File: config.mk
export PLATFORM = sky130hd
export DESIGN_NAME = ddr4_cmd_monitor
export DESIGN_NICKNAME = d
export VERILOG_FILES = /design/src/rtl/ddr4_mon_pkg.sv /design/src/rtl/ddr4_mon_bank.sv /design/src/rtl/ddr4_cmd_monitor.sv
export SDC_FILE = /design/constraint.sdc
export NUM_CORES = 1
export LEC_CHECK = 0
export CAP_MARGIN = 10
export CORE_MARGIN = 2
export CORE_UTILIZATION = 45
export CTS_CLUSTER_SIZE = 30
export DETAILED_ROUTE_END_ITERATION = 7
export GPL_ROUTABILITY_DRIVEN = 1
export PLACE_DENSITY = 0.61
export SYNTH_ARGS = -nofsm -noshare
export SYNTH_HDL_FRONTEND = slang
export SYNTH_SLANG_ARGS = --single-unit
File: constraint.sdc
create_clock -name c0_ddr4_ck_t -period 2.9 [get_ports c0_ddr4_ck_t]
set_input_delay 0.58 -clock c0_ddr4_ck_t [delete_from_list [all_inputs] [get_ports c0_ddr4_ck_t]]
set_output_delay 0.58 -clock c0_ddr4_ck_t [all_outputs]
set_load 0.02 [all_outputs]
File: src/rtl/ddr4_mon_pkg.sv
// Shared types for the DDR4 command monitor: command and error codes,
// plus the truth-table decoder used on the sampled command pins.
package ddr4_mon_pkg;

    typedef enum logic [3:0] {
        CMD_NOP  = 4'd0,
        CMD_ACT  = 4'd1,
        CMD_MRS  = 4'd2,
        CMD_REF  = 4'd3,
        CMD_PRE  = 4'd4,
        CMD_PREA = 4'd5,
        CMD_RD   = 4'd6,
        CMD_RDA  = 4'd7,
        CMD_WR   = 4'd8,
        CMD_WRA  = 4'd9,
        CMD_ZQC  = 4'd10,
        CMD_RFU  = 4'd11
    } cmd_e;

    typedef enum logic [2:0] {
        ERR_NONE      = 3'd0,
        ERR_MULTI_CS  = 3'd1,
        ERR_ACT_OPEN  = 3'd2,
        ERR_RW_CLOSED = 3'd3,
        ERR_REF_OPEN  = 3'd4,
        ERR_TRCD      = 3'd5,
        ERR_TRP       = 3'd6,
        ERR_RFU       = 3'd7
    } err_e;

    // pins = {act_n, A16 (RAS), A15 (CAS), A14 (WE), A10}
    function automatic cmd_e decode_cmd(input logic [4:0] pins);
        cmd_e c;
        if (!pins[4]) c = CMD_ACT;
        else begin
            case (pins[3:1])
                3'b000:  c = CMD_MRS;
                3'b001:  c = CMD_REF;
                3'b010:  c = pins[0] ? CMD_PREA : CMD_PRE;
                3'b011:  c = CMD_RFU;
                3'b100:  c = pins[0] ? CMD_WRA : CMD_WR;
                3'b101:  c = pins[0] ? CMD_RDA : CMD_RD;
                3'b110:  c = CMD_ZQC;
                default: c = CMD_NOP;
            endcase
        end
        return c;
    endfunction

    function automatic logic is_rw(input cmd_e c);
        return c inside {CMD_RD, CMD_RDA, CMD_WR, CMD_WRA};
    endfunction

endpackage

File: src/rtl/ddr4_mon_bank.sv
// One DDR4 bank as seen from the command bus: open/closed bit, the row last
// activated, and a saturating cycles-since-ACT/PRE counter for tRCD/tRP.
module ddr4_mon_bank #(
    parameter int ROW_BITS = 17,
    parameter int TRCD     = 16,
    parameter int TRP      = 16
) (
    input  logic                clk,
    input  logic                rst_n,
    input  logic                act,
    input  logic                close,
    input  logic [ROW_BITS-1:0] row_in,
    output logic                is_open,
    output logic [ROW_BITS-1:0] row,
    output logic                rcd_ok,
    output logic                rp_ok
);
    localparam int TMAX = (TRCD > TRP) ? TRCD : TRP;
    localparam int CW   = $clog2(TMAX + 1);

    // 'since' holds the distance k, in edges, that a command sampled at the
    // next edge would have from the last ACT/PRE; hence it restarts at 1.
    logic [CW-1:0] since;

    always_ff @(posedge clk or negedge rst_n) begin
        if (!rst_n) begin
            is_open <= 1'b0;
            row     <= '0;
            since   <= CW'(TMAX);
        end else begin
            if (act) begin
                is_open <= 1'b1;
                row     <= row_in;
            end else if (close) begin
                is_open <= 1'b0;
            end
            if (act || close)            since <= CW'(1);
            else if (since != CW'(TMAX)) since <= since + CW'(1);
        end
    end

    assign rcd_ok = since >= CW'(TRCD);
    assign rp_ok  = since >= CW'(TRP);

endmodule

File: src/rtl/ddr4_cmd_monitor.sv
// Non-intrusive DDR4 command-bus monitor: decodes each sampled command,
// tracks per-bank state and timing, flags protocol errors, counts commands.
module ddr4_cmd_monitor
    import ddr4_mon_pkg::*;
#(
    parameter int RANKS    = 1,
    parameter int BG_BITS  = 2,
    parameter int BA_BITS  = 2,
    parameter int ROW_BITS = 17,
    parameter int TRCD     = 16,
    parameter int TRP      = 16,
    parameter int CNT_W    = 32,
    localparam int NB      = 2 ** (BG_BITS + BA_BITS),
    localparam int RB      = (RANKS > 1) ? $clog2(RANKS) : 1,
    localparam int BANK_W  = BG_BITS + BA_BITS + RB,
    localparam int NT      = RANKS * NB
) (
    input  logic                c0_ddr4_ck_t,
    input  logic                c0_ddr4_reset_n,
    input  logic                c0_ddr4_cke,
    input  logic [RANKS-1:0]    c0_ddr4_cs_n,
    input  logic                c0_ddr4_act_n,
    input  logic [16:0]         c0_ddr4_adr,
    input  logic [BG_BITS-1:0]  c0_ddr4_bg,
    input  logic [BA_BITS-1:0]  c0_ddr4_ba,
    input  logic                clr_cnt,
    output logic                cmd_valid,
    output logic [3:0]          cmd_code,
    output logic [BANK_W-1:0]   cmd_bank,
    output logic [ROW_BITS-1:0] cmd_row,
    output logic [9:0]          cmd_col,
    output logic [NT-1:0]       open_banks,
    output logic                err_valid,
    output logic [2:0]          err_code,
    output logic [CNT_W-1:0]    act_cnt,
    output logic [CNT_W-1:0]    rd_cnt,
    output logic [CNT_W-1:0]    wr_cnt
);
    logic [2:0]        n_sel;
    logic [RB-1:0]     rank;
    logic              multi, do_cmd;
    cmd_e              cmd;
    logic [BANK_W-1:0] idx;

    always_comb begin
        n_sel = '0;
        rank  = '0;
        for (int r = 0; r < RANKS; r++) begin
            if (!c0_ddr4_cs_n[r]) begin
                n_sel = n_sel + 3'd1;
                rank  = RB'(r);
            end
        end
    end

    assign multi  = c0_ddr4_cke && (n_sel > 3'd1);
    assign cmd    = decode_cmd({c0_ddr4_act_n, c0_ddr4_adr[16:14], c0_ddr4_adr[10]});
    assign do_cmd = c0_ddr4_cke && (n_sel == 3'd1) && (cmd != CMD_NOP);
    assign idx    = {rank, c0_ddr4_bg, c0_ddr4_ba};

    logic [NT-1:0]       bank_open, rcd_ok, rp_ok, hit, in_rank, act_b, close_b;
    logic [ROW_BITS-1:0] rows [NT];

    for (genvar i = 0; i < NT; i++) begin : g_bank
        assign hit[i]     = (idx == BANK_W'(i));
        assign in_rank[i] = (rank == RB'(i / NB));
        assign act_b[i]   = do_cmd && (cmd == CMD_ACT) && hit[i];
        assign close_b[i] = do_cmd && ((hit[i] && (cmd inside {CMD_PRE, CMD_RDA, CMD_WRA}))
                                    || (in_rank[i] && (cmd == CMD_PREA)));

        ddr4_mon_bank #(.ROW_BITS(ROW_BITS), .TRCD(TRCD), .TRP(TRP)) u_bank (
            .clk    (c0_ddr4_ck_t),
            .rst_n  (c0_ddr4_reset_n),
            .act    (act_b[i]),
            .close  (close_b[i]),
            .row_in (c0_ddr4_adr[ROW_BITS-1:0]),
            .is_open(bank_open[i]),
            .row    (rows[i]),
            .rcd_ok (rcd_ok[i]),
            .rp_ok  (rp_ok[i])
        );
    end

    assign open_banks = bank_open;

    logic                sel_open, sel_rcd, sel_rp, rank_open;
    logic [ROW_BITS-1:0] sel_row, row_d;
    err_e                err_d;

    always_comb begin
        sel_open = 1'b0;
        sel_rcd  = 1'b0;
        sel_rp   = 1'b0;
        sel_row  = '0;
        for (int i = 0; i < NT; i++) begin
            if (hit[i]) begin
                sel_open = bank_open[i];
                sel_rcd  = rcd_ok[i];
                sel_rp   = rp_ok[i];
                sel_row  = rows[i];
            end
        end
    end

    assign rank_open = |(bank_open & in_rank);

    // Single error per cycle, most severe first; the command is still reported.
    always_comb begin
        err_d = ERR_NONE;
        if (multi) err_d = ERR_MULTI_CS;
        else if (do_cmd) begin
            if      (cmd == CMD_ACT && sel_open)   err_d = ERR_ACT_OPEN;
            else if (is_rw(cmd) && !sel_open)      err_d = ERR_RW_CLOSED;
            else if (cmd == CMD_REF && rank_open)  err_d = ERR_REF_OPEN;
            else if (is_rw(cmd) && !sel_rcd)       err_d = ERR_TRCD;
            else if (cmd == CMD_ACT && !sel_rp)    err_d = ERR_TRP;
            else if (cmd == CMD_RFU)               err_d = ERR_RFU;
        end
    end

    always_comb begin
        row_d = '0;
        if (do_cmd && cmd == CMD_ACT) row_d = c0_ddr4_adr[ROW_BITS-1:0];
        else if (do_cmd && is_rw(cmd)) row_d = sel_row;
    end

    always_ff @(posedge c0_ddr4_ck_t or negedge c0_ddr4_reset_n) begin
        if (!c0_ddr4_reset_n) begin
            cmd_valid <= 1'b0;
            cmd_code  <= '0;
            cmd_bank  <= '0;
            cmd_row   <= '0;
            cmd_col   <= '0;
            err_valid <= 1'b0;
            err_code  <= '0;
            act_cnt   <= '0;
            rd_cnt    <= '0;
            wr_cnt    <= '0;
        end else begin
            cmd_valid <= do_cmd;
            cmd_code  <= do_cmd ? cmd : CMD_NOP;
            cmd_bank  <= do_cmd ? idx : '0;
            cmd_row   <= row_d;
            cmd_col   <= (do_cmd && is_rw(cmd)) ? c0_ddr4_adr[9:0] : '0;
            err_valid <= (err_d != ERR_NONE);
            err_code  <= err_d;
            if (clr_cnt) begin
                act_cnt <= '0;
                rd_cnt  <= '0;
                wr_cnt  <= '0;
            end else if (do_cmd) begin
                if (cmd == CMD_ACT && act_cnt != '1) act_cnt <= act_cnt + CNT_W'(1);
                if ((cmd inside {CMD_RD, CMD_RDA}) && rd_cnt != '1) rd_cnt <= rd_cnt + CNT_W'(1);
                if ((cmd inside {CMD_WR, CMD_WRA}) && wr_cnt != '1) wr_cnt <= wr_cnt + CNT_W'(1);
            end
        end
    end

endmodule

# --- After elaboration in Yosys (flattened, before gate mapping) ---
# Cells that the tools add are included.
classes:
  n_reduce_logical: 143
  n_addsub: 19
  n_mux: 140
  order_cmp: 17
  eq_ne: 50
ops:
  columns: ["cell", "count"]
  rows:
  - ["17-bit 2-to-1 mux", 18]
  - ["32-bit 2-to-1 mux", 9]
  - ["5-bit 2-to-1 mux", 32]
  - ["32-bit by 1-bit adder with 32-bit output, second input constant", 3]
  - ["32-bit != test, second input constant", 3]
  - ["5-bit by 1-bit adder with 5-bit output, second input constant", 16]
  - ["5-bit >= comparator, second input constant", 16]
  - ["5-bit != test, second input constant", 16]
  - ["2-bit nonzero test", 38]
  - ["1-bit 2-to-1 mux", 68]
  - ["1-bit logical AND", 61]
  - ["4-bit == test, second input constant", 11]
  - ["4-bit by 3-bit == test with 1-bit output, second input constant", 8]
  - ["1-bit logical OR", 32]
  - ["4-bit case mux with 7 select lines", 1]
  - ["3-bit 2-to-1 mux", 8]
  - ["16-bit OR reduction", 1]
  - ["4-bit by 2-bit == test with 1-bit output, second input constant", 3]
  - ["4-bit 2-to-1 mux", 3]
  - ["10-bit 2-to-1 mux", 1]
  - ["3-bit == test, second input constant", 3]
  - ["4-bit by 1-bit == test with 1-bit output, second input constant", 2]
  - ["4-bit nonzero test", 2]
  - ["3-bit by 1-bit == test with 1-bit output, second input constant", 2]
  - ["other kinds (7)", 12]
word_totals:
  ff_bits: 504
  out_inout_bits: 153
  input_bits: 27
  word_cells: 427

# --- Depth between registers and ports, before layout ---
logic_depth:
  ltp_word: 27
  depth_mapped: 11
  mapped_depth_nobuf: 8

# --- Hierarchy ---
# A second synthesis with hierarchy kept.
hier_totals:
  hier_cells: 2268
  area_unflattened_um2: 25909.8
by_module_without_submodules:
  columns: ["module", "area_each_um2", "n_inst", "seq_area_each_um2", "cells_each"]
  rows:
  - ["ddr4_mon_bank (g_bank[0].u_bank ...)", 991.0, 14, 576.8, 69]
  - ["ddr4_cmd_monitor", 10029.6, 1, 3403.3, 1164]
  - ["ddr4_mon_bank (g_bank[8].u_bank ...)", 1003.5, 2, 576.8, 69]

# --- Worst setup path before layout ---
# Ideal clock, no wire load.
synth_timing:
  path_type: "in2reg"
  start: "input c0_ddr4_ba[0]"
  end: "register cmd_row[10]"
  setup_slack_ns: 0.529
  cell_stages: 8
  t_arrival_ns: 2.241
  required_ns: 2.770
  setup_ns: 0.130
  path_cell_list: "buf_6 -> buf_6 -> buf_2 -> mux4_2 -> a222oi_1 -> a21oi_1 -> a211oi_1 -> o21ai_0"
synth_between:
  elab_chain_len: 19
synth_rtl:
  columns: ["element", "line", "source"]
  rows:
  - ["from (decl)", "ddr4_cmd_monitor.sv:25", "input logic [BA_BITS-1:0] c0_ddr4_ba,"]
  - ["5-bit logical NOT", "ddr4_cmd_monitor.sv:65", "assign hit[i] = (idx == BANK_W'(i));"]
  - ["17-bit 2-to-1 mux (15 in a row)", "ddr4_cmd_monitor.sv:96", "if (hit[i]) begin"]
  - ["17-bit 2-to-1 mux (*)", "ddr4_cmd_monitor.sv:96", null]
  - ["17-bit 2-to-1 mux (*)", "ddr4_cmd_monitor.sv:124", "else if (do_cmd && is_rw(cmd)) row_d = sel_row;"]
  - ["17-bit 2-to-1 mux (*)", "ddr4_cmd_monitor.sv:123", "if (do_cmd && cmd == CMD_ACT) row_d = c0_ddr4_adr[ROW_BITS-1:0];"]
  - ["via row_d[10]", "ddr4_cmd_monitor.sv:87", "logic [ROW_BITS-1:0] sel_row, row_d;"]
  - ["to (signal assigned)", "ddr4_cmd_monitor.sv:143", "cmd_row <= row_d;"]
  - ["to (decl)", "ddr4_cmd_monitor.sv:30", "output logic [ROW_BITS-1:0] cmd_row,"]
# Mark *: on every way through the listed nets, which the timed path passes. The rest lies on a longest branch.
# A chain may end at the register's enable or synchronous reset.

# --- Worst setup path in the final report ---
layout_timing:
  start: "input c0_ddr4_adr[15]"
  end: "register cmd_row[15]"
layout_between:
  elab_chain_len: 8
layout_rtl:
  columns: ["element", "line", "source"]
  rows:
  - ["from (decl)", "ddr4_cmd_monitor.sv:23", "input logic [16:0] c0_ddr4_adr,"]
  - ["3-bit == test, or another cell as far along", "ddr4_mon_pkg.sv:36", "case (pins[3:1])"]
  - ["4-bit case mux with 7 select lines", "ddr4_mon_pkg.sv:36", null]
  - ["4-bit 2-to-1 mux", "ddr4_mon_pkg.sv:34", "if (!pins[4]) c = CMD_ACT;"]
  - ["4-bit by 3-bit == test with 1-bit output, or another cell as far along", "ddr4_mon_pkg.sv:51", "return c inside {CMD_RD, CMD_RDA, CMD_WR, CMD_WRA};"]
  - ["4-bit nonzero test or 1-bit logical AND (tied branches)", "ddr4_mon_pkg.sv:51, ddr4_cmd_monitor.sv:58", null]
  - ["1-bit logical AND", "ddr4_cmd_monitor.sv:124", null]
  - ["17-bit 2-to-1 mux", "ddr4_cmd_monitor.sv:124", null]
  - ["17-bit 2-to-1 mux (*)", "ddr4_cmd_monitor.sv:123", null]
  - ["via row_d[15]", "ddr4_cmd_monitor.sv:87", null]
# Marked as above.

==> results.md <==
- Reg power frac: 44.7%
- Share of cells above drive strength 1: 24.6%
- Die H: 236 um
- Die Span X: 236 um
- Worst slack at placement: -0.0858 ns
- Crit. End Element: register
- Post-CTS resize count: 0
- Dominant cell type by area after synthesis: dfrtp_1
- Slowest cell delay on critical path: 0.56 ns
- Crit-path max FO: 13
- Worst VDD drop: 0.476 mV
- Slew @ Worst Pin: 0.843 ns
- Fin crit period: 2.47 ns
- CTS Root Cell: clkbuf_16
- Period Utilization, post-route: 85.3%
- Vias: 18.1k
- Worst-skew pair later-pin latency: 0.61 ns
- Min-delay worst type: in -> async
- Final WL: 70500 um
- CP bufs+invs: 4
- Seq/Total Area, Yosys: 52.1%
- Internal: 0.0150 W
- Crit path max-delay family: buffers and inverters
- CP required: 3.45 ns
- Detailed placement HPWL: 48100 um
- Min setup slack post-route: 0.426 ns
- Yosys warns: 0
- Flops & latches, synth: 504
- Most instantiated cells after synthesis: dfrtp_1, mux2_2, nor2_1, nand2_1, o21ai_0
- Mapped Cells: 2150
- Clock skew: 0.0152 ns
- DP Area: 27800 um^2
- Pleak: 13.4 nW
- R2R depth: 7
- Clk slew on worst S/H paths: 0.06 ns
- First-pass GRT wire length: 110000 um
- CP Launch Type: primary input
- Combinational power share: 17.9%
- Unrepaired setup endpoints after global routing: false
- Setup Buffers After CTS: 0
- Final Slew Violations: 0
- Gr ovfl total: 0
- Number of hold buffers added after cts: 0
- CP dominant cell by count: buf_4
- Crit-path slowest cell: o21ai_0
- Reg-to-reg setup timing slack: 0.46 ns
- Main area contributors after synthesis: dfrtp_1, mux2_2, nor2_1
- Number of synthesized flops with an enable pin: 0
- Distinct cells, synth: 88
- Drt first pass iters: 5
- H-tree lvl count: 2
- RR Endpoint: rd_cnt[21]
- Largest net degree at the start of global routing: 74
- CTS tree: built
- Remaining DRCs: 0
- Status: finished, final reports clean
- Num rows: 85
- Final setup violation count: 0
- Area of the mapped netlist: 24300 um^2
- Boundary Pins: 180
- Clk pwr share: 37.4%
- Final #Nets: 2470
- Drt wl/cell: 22.4 um
- Switching Power: 0.00583 W
- Cell Pwr Density: 696 nW/um^2
- Max-Cap Viols: 0
- Worst flop-to-flop path startpoint: rd_cnt[4]
- Yosys top cell area share: 50.3%
- Number of global-route vias before repair: 18.3k
- Fmax: 404 MHz
- Total CTS buffers: 54
- Synth async-reset ratio: 100%
- Initial antenna violation count: 1
- Mean number of vias per cell: 5.76
- Hold Vio Cnt, Final: 0
- Fillers: 4563
- Clock Tree Buf Depth: 3
- Final hold slack: 0.00711 ns
- Routability cong.: 0.917
- Antenna-violating nets left: 0
- Ordered cell list for the critical path: clkdlybuf4s50_1 > buf_12 > nor2b_1 > buf_4 > nand2_1 > o21ai_0 > buf_4
- Net count after synthesis: 2212
- Starting Density: 45.3%
- Syn avg cell area: 11.3 um^2
- Sum of negative setup slack: 0 ns
- CP Class: in -> reg
- Tot GR Track Use: 25.4%
- Area growth syn-to-layout: 23.1%
- Die ar.: 55800 um^2
- Slew headroom: 43.2%
- Ys flop type: dfrtp_1
- Final Instance Area: 29900 um^2
- Clk sink count: 504
- Port Buffers: 178
- Starting DRC count in detailed routing: 1477
- Switching Share: 28.0%
- Arrival time at the worst endpoint: 3.02 ns
- CORE AREA: 53600 um^2
- Count leader, synth: dfrtp_1
==> how the worst max path moves through the flow <==
| stage | startpoint | endpoint | cells after the start | slack (ns) |
|---|---|---|---|---|
| floorplan | c0_ddr4_ba[0] | cmd_row[10] | 8 | 0.53 |
| global placement | c0_ddr4_adr[15] | cmd_row[15] | 7 | -0.07 |
| detailed placement | c0_ddr4_adr[15] | cmd_row[15] | 7 | -0.09 |
| CTS | rd_cnt[4] | rd_cnt[21] | 7 | 0.48 |
| global route | rd_cnt[4] | rd_cnt[31] | 7 | 0.14 |
| finish | c0_ddr4_adr[15] | cmd_row[15] | 7 | 0.43 |
==> registers in the layout, summed over array words and instances (netlist names) <==
name                   cells
err_valid                  1
cmd_row                   17
act_cnt                   32
g_bank.u_bank.is_open     16
cmd_valid                  1
g_bank.u_bank.row        272
cmd_code                   4
cmd_col                   10
g_bank.u_bank.since       80
rd_cnt                    32
cmd_bank                   4
wr_cnt                    32
err_code                   3
==> layout make-up <==
class | instances | area (um^2) | area share (%)
diodes | 1 | 2.50 | 0.00838
clock buffers | 76 | 1590 | 5.34
clock inverters | 26 | 429 | 1.44
inverters | 75 | 282 | 0.943
multi-input cells | 1440 | 10700 | 35.9
flip-flops and latches | 504 | 12600 | 42.3
well taps | 696 | 871 | 2.92
repair buffers | 333 | 3310 | 11.1
==> metal layers <==
metal / routed length [um] / vias up / track usage (%) / share of wire (%)
met5: 0 / - / 0 / 0
met4: 2550 / 0 / 9.95 / 3.6
met3: 4610 / 150 / 5.07 / 6.5
met2: 32400 / 635 / 40.3 / 46
met1: 31000 / 9252 / 34.5 / 44
li1: - / 8110 / - / -
==> metrics by stage <==
step / total power [W] / instances / utilization (%)
2_1_floorplan: 0.0118 / 2150 / -
3_3_place_gp: 0.0129 / 3048 / 51.9
3_5_place_dp: 0.0131 / 3048 / 51.9
4_1_cts: 0.0210 / 3150 / 55.7
5_1_grt: 0.0218 / 3151 / 55.7
6_report: 0.0208 / 3151 / 55.7
==> cell families after synthesis <==
family | Yosys count | synth area share [%]
flip-flops | 504 | 52.1
adder cells (fa/ha/maj) | 35 | 1.80
buffers and inverters | 206 | 3.80
AO/OA/AOI/OAI | 316 | 8.68
AND/OR/NAND/NOR | 615 | 12.7
multiplexers | 325 | 15.6
XOR/XNOR | 148 | 5.34
other | 1 | 0.0155
==> placed cells by master (no fill, tap or decap), types with 10 or more instances in the layout <==
cell             synthesis  layout
buf_12                   0      30
nand2_1                107     107
and3_1                  21      21
a21o_1                  10      10
mux2i_1                 36      36
xor2_1                  71      71
bufinv_16                0      11
buf_4                   24     128
nor3_1                  36      35
nor4_1                  13      13
clkbuf_16                0      54
nand3_1                 78      78
mux4_2                  15      15
xnor2_1                 77      77
mux2_2                 274     274
a22oi_1                 18      18
o221ai_1                12      12
a222oi_1                13      13
o22ai_1                 16      16
clkdlybuf4s50_1          0     173
o21ai_0                 90      90
or3_1                   17      17
dfstp_2                 16      16
nand2b_1                18      18
dfrtp_1                488     488
and4_1                  14      14
a211oi_1                11      11
nor2b_1                 10      10
a22o_1                  21      21
nor2_1                 214     211
clkinv_2                 0      10
ha_1                    35      35
a21oi_1                 74      74
clkbuf_8                 0      16
nand4_1                 29      29
inv_1                   72      72
==> power by group through the flow <==
stage               Combinational [W]  Clock (W)  Sequential, W
finish                        0.00373    0.00777        0.00929
global route                  0.00418    0.00821        0.00944
CTS                           0.00377    0.00791        0.00928
detailed placement            0.00376          0        0.00939
global placement              0.00356          0        0.00932
floorplan                     0.00270          0        0.00910
(Power assumes the default switching activity.)
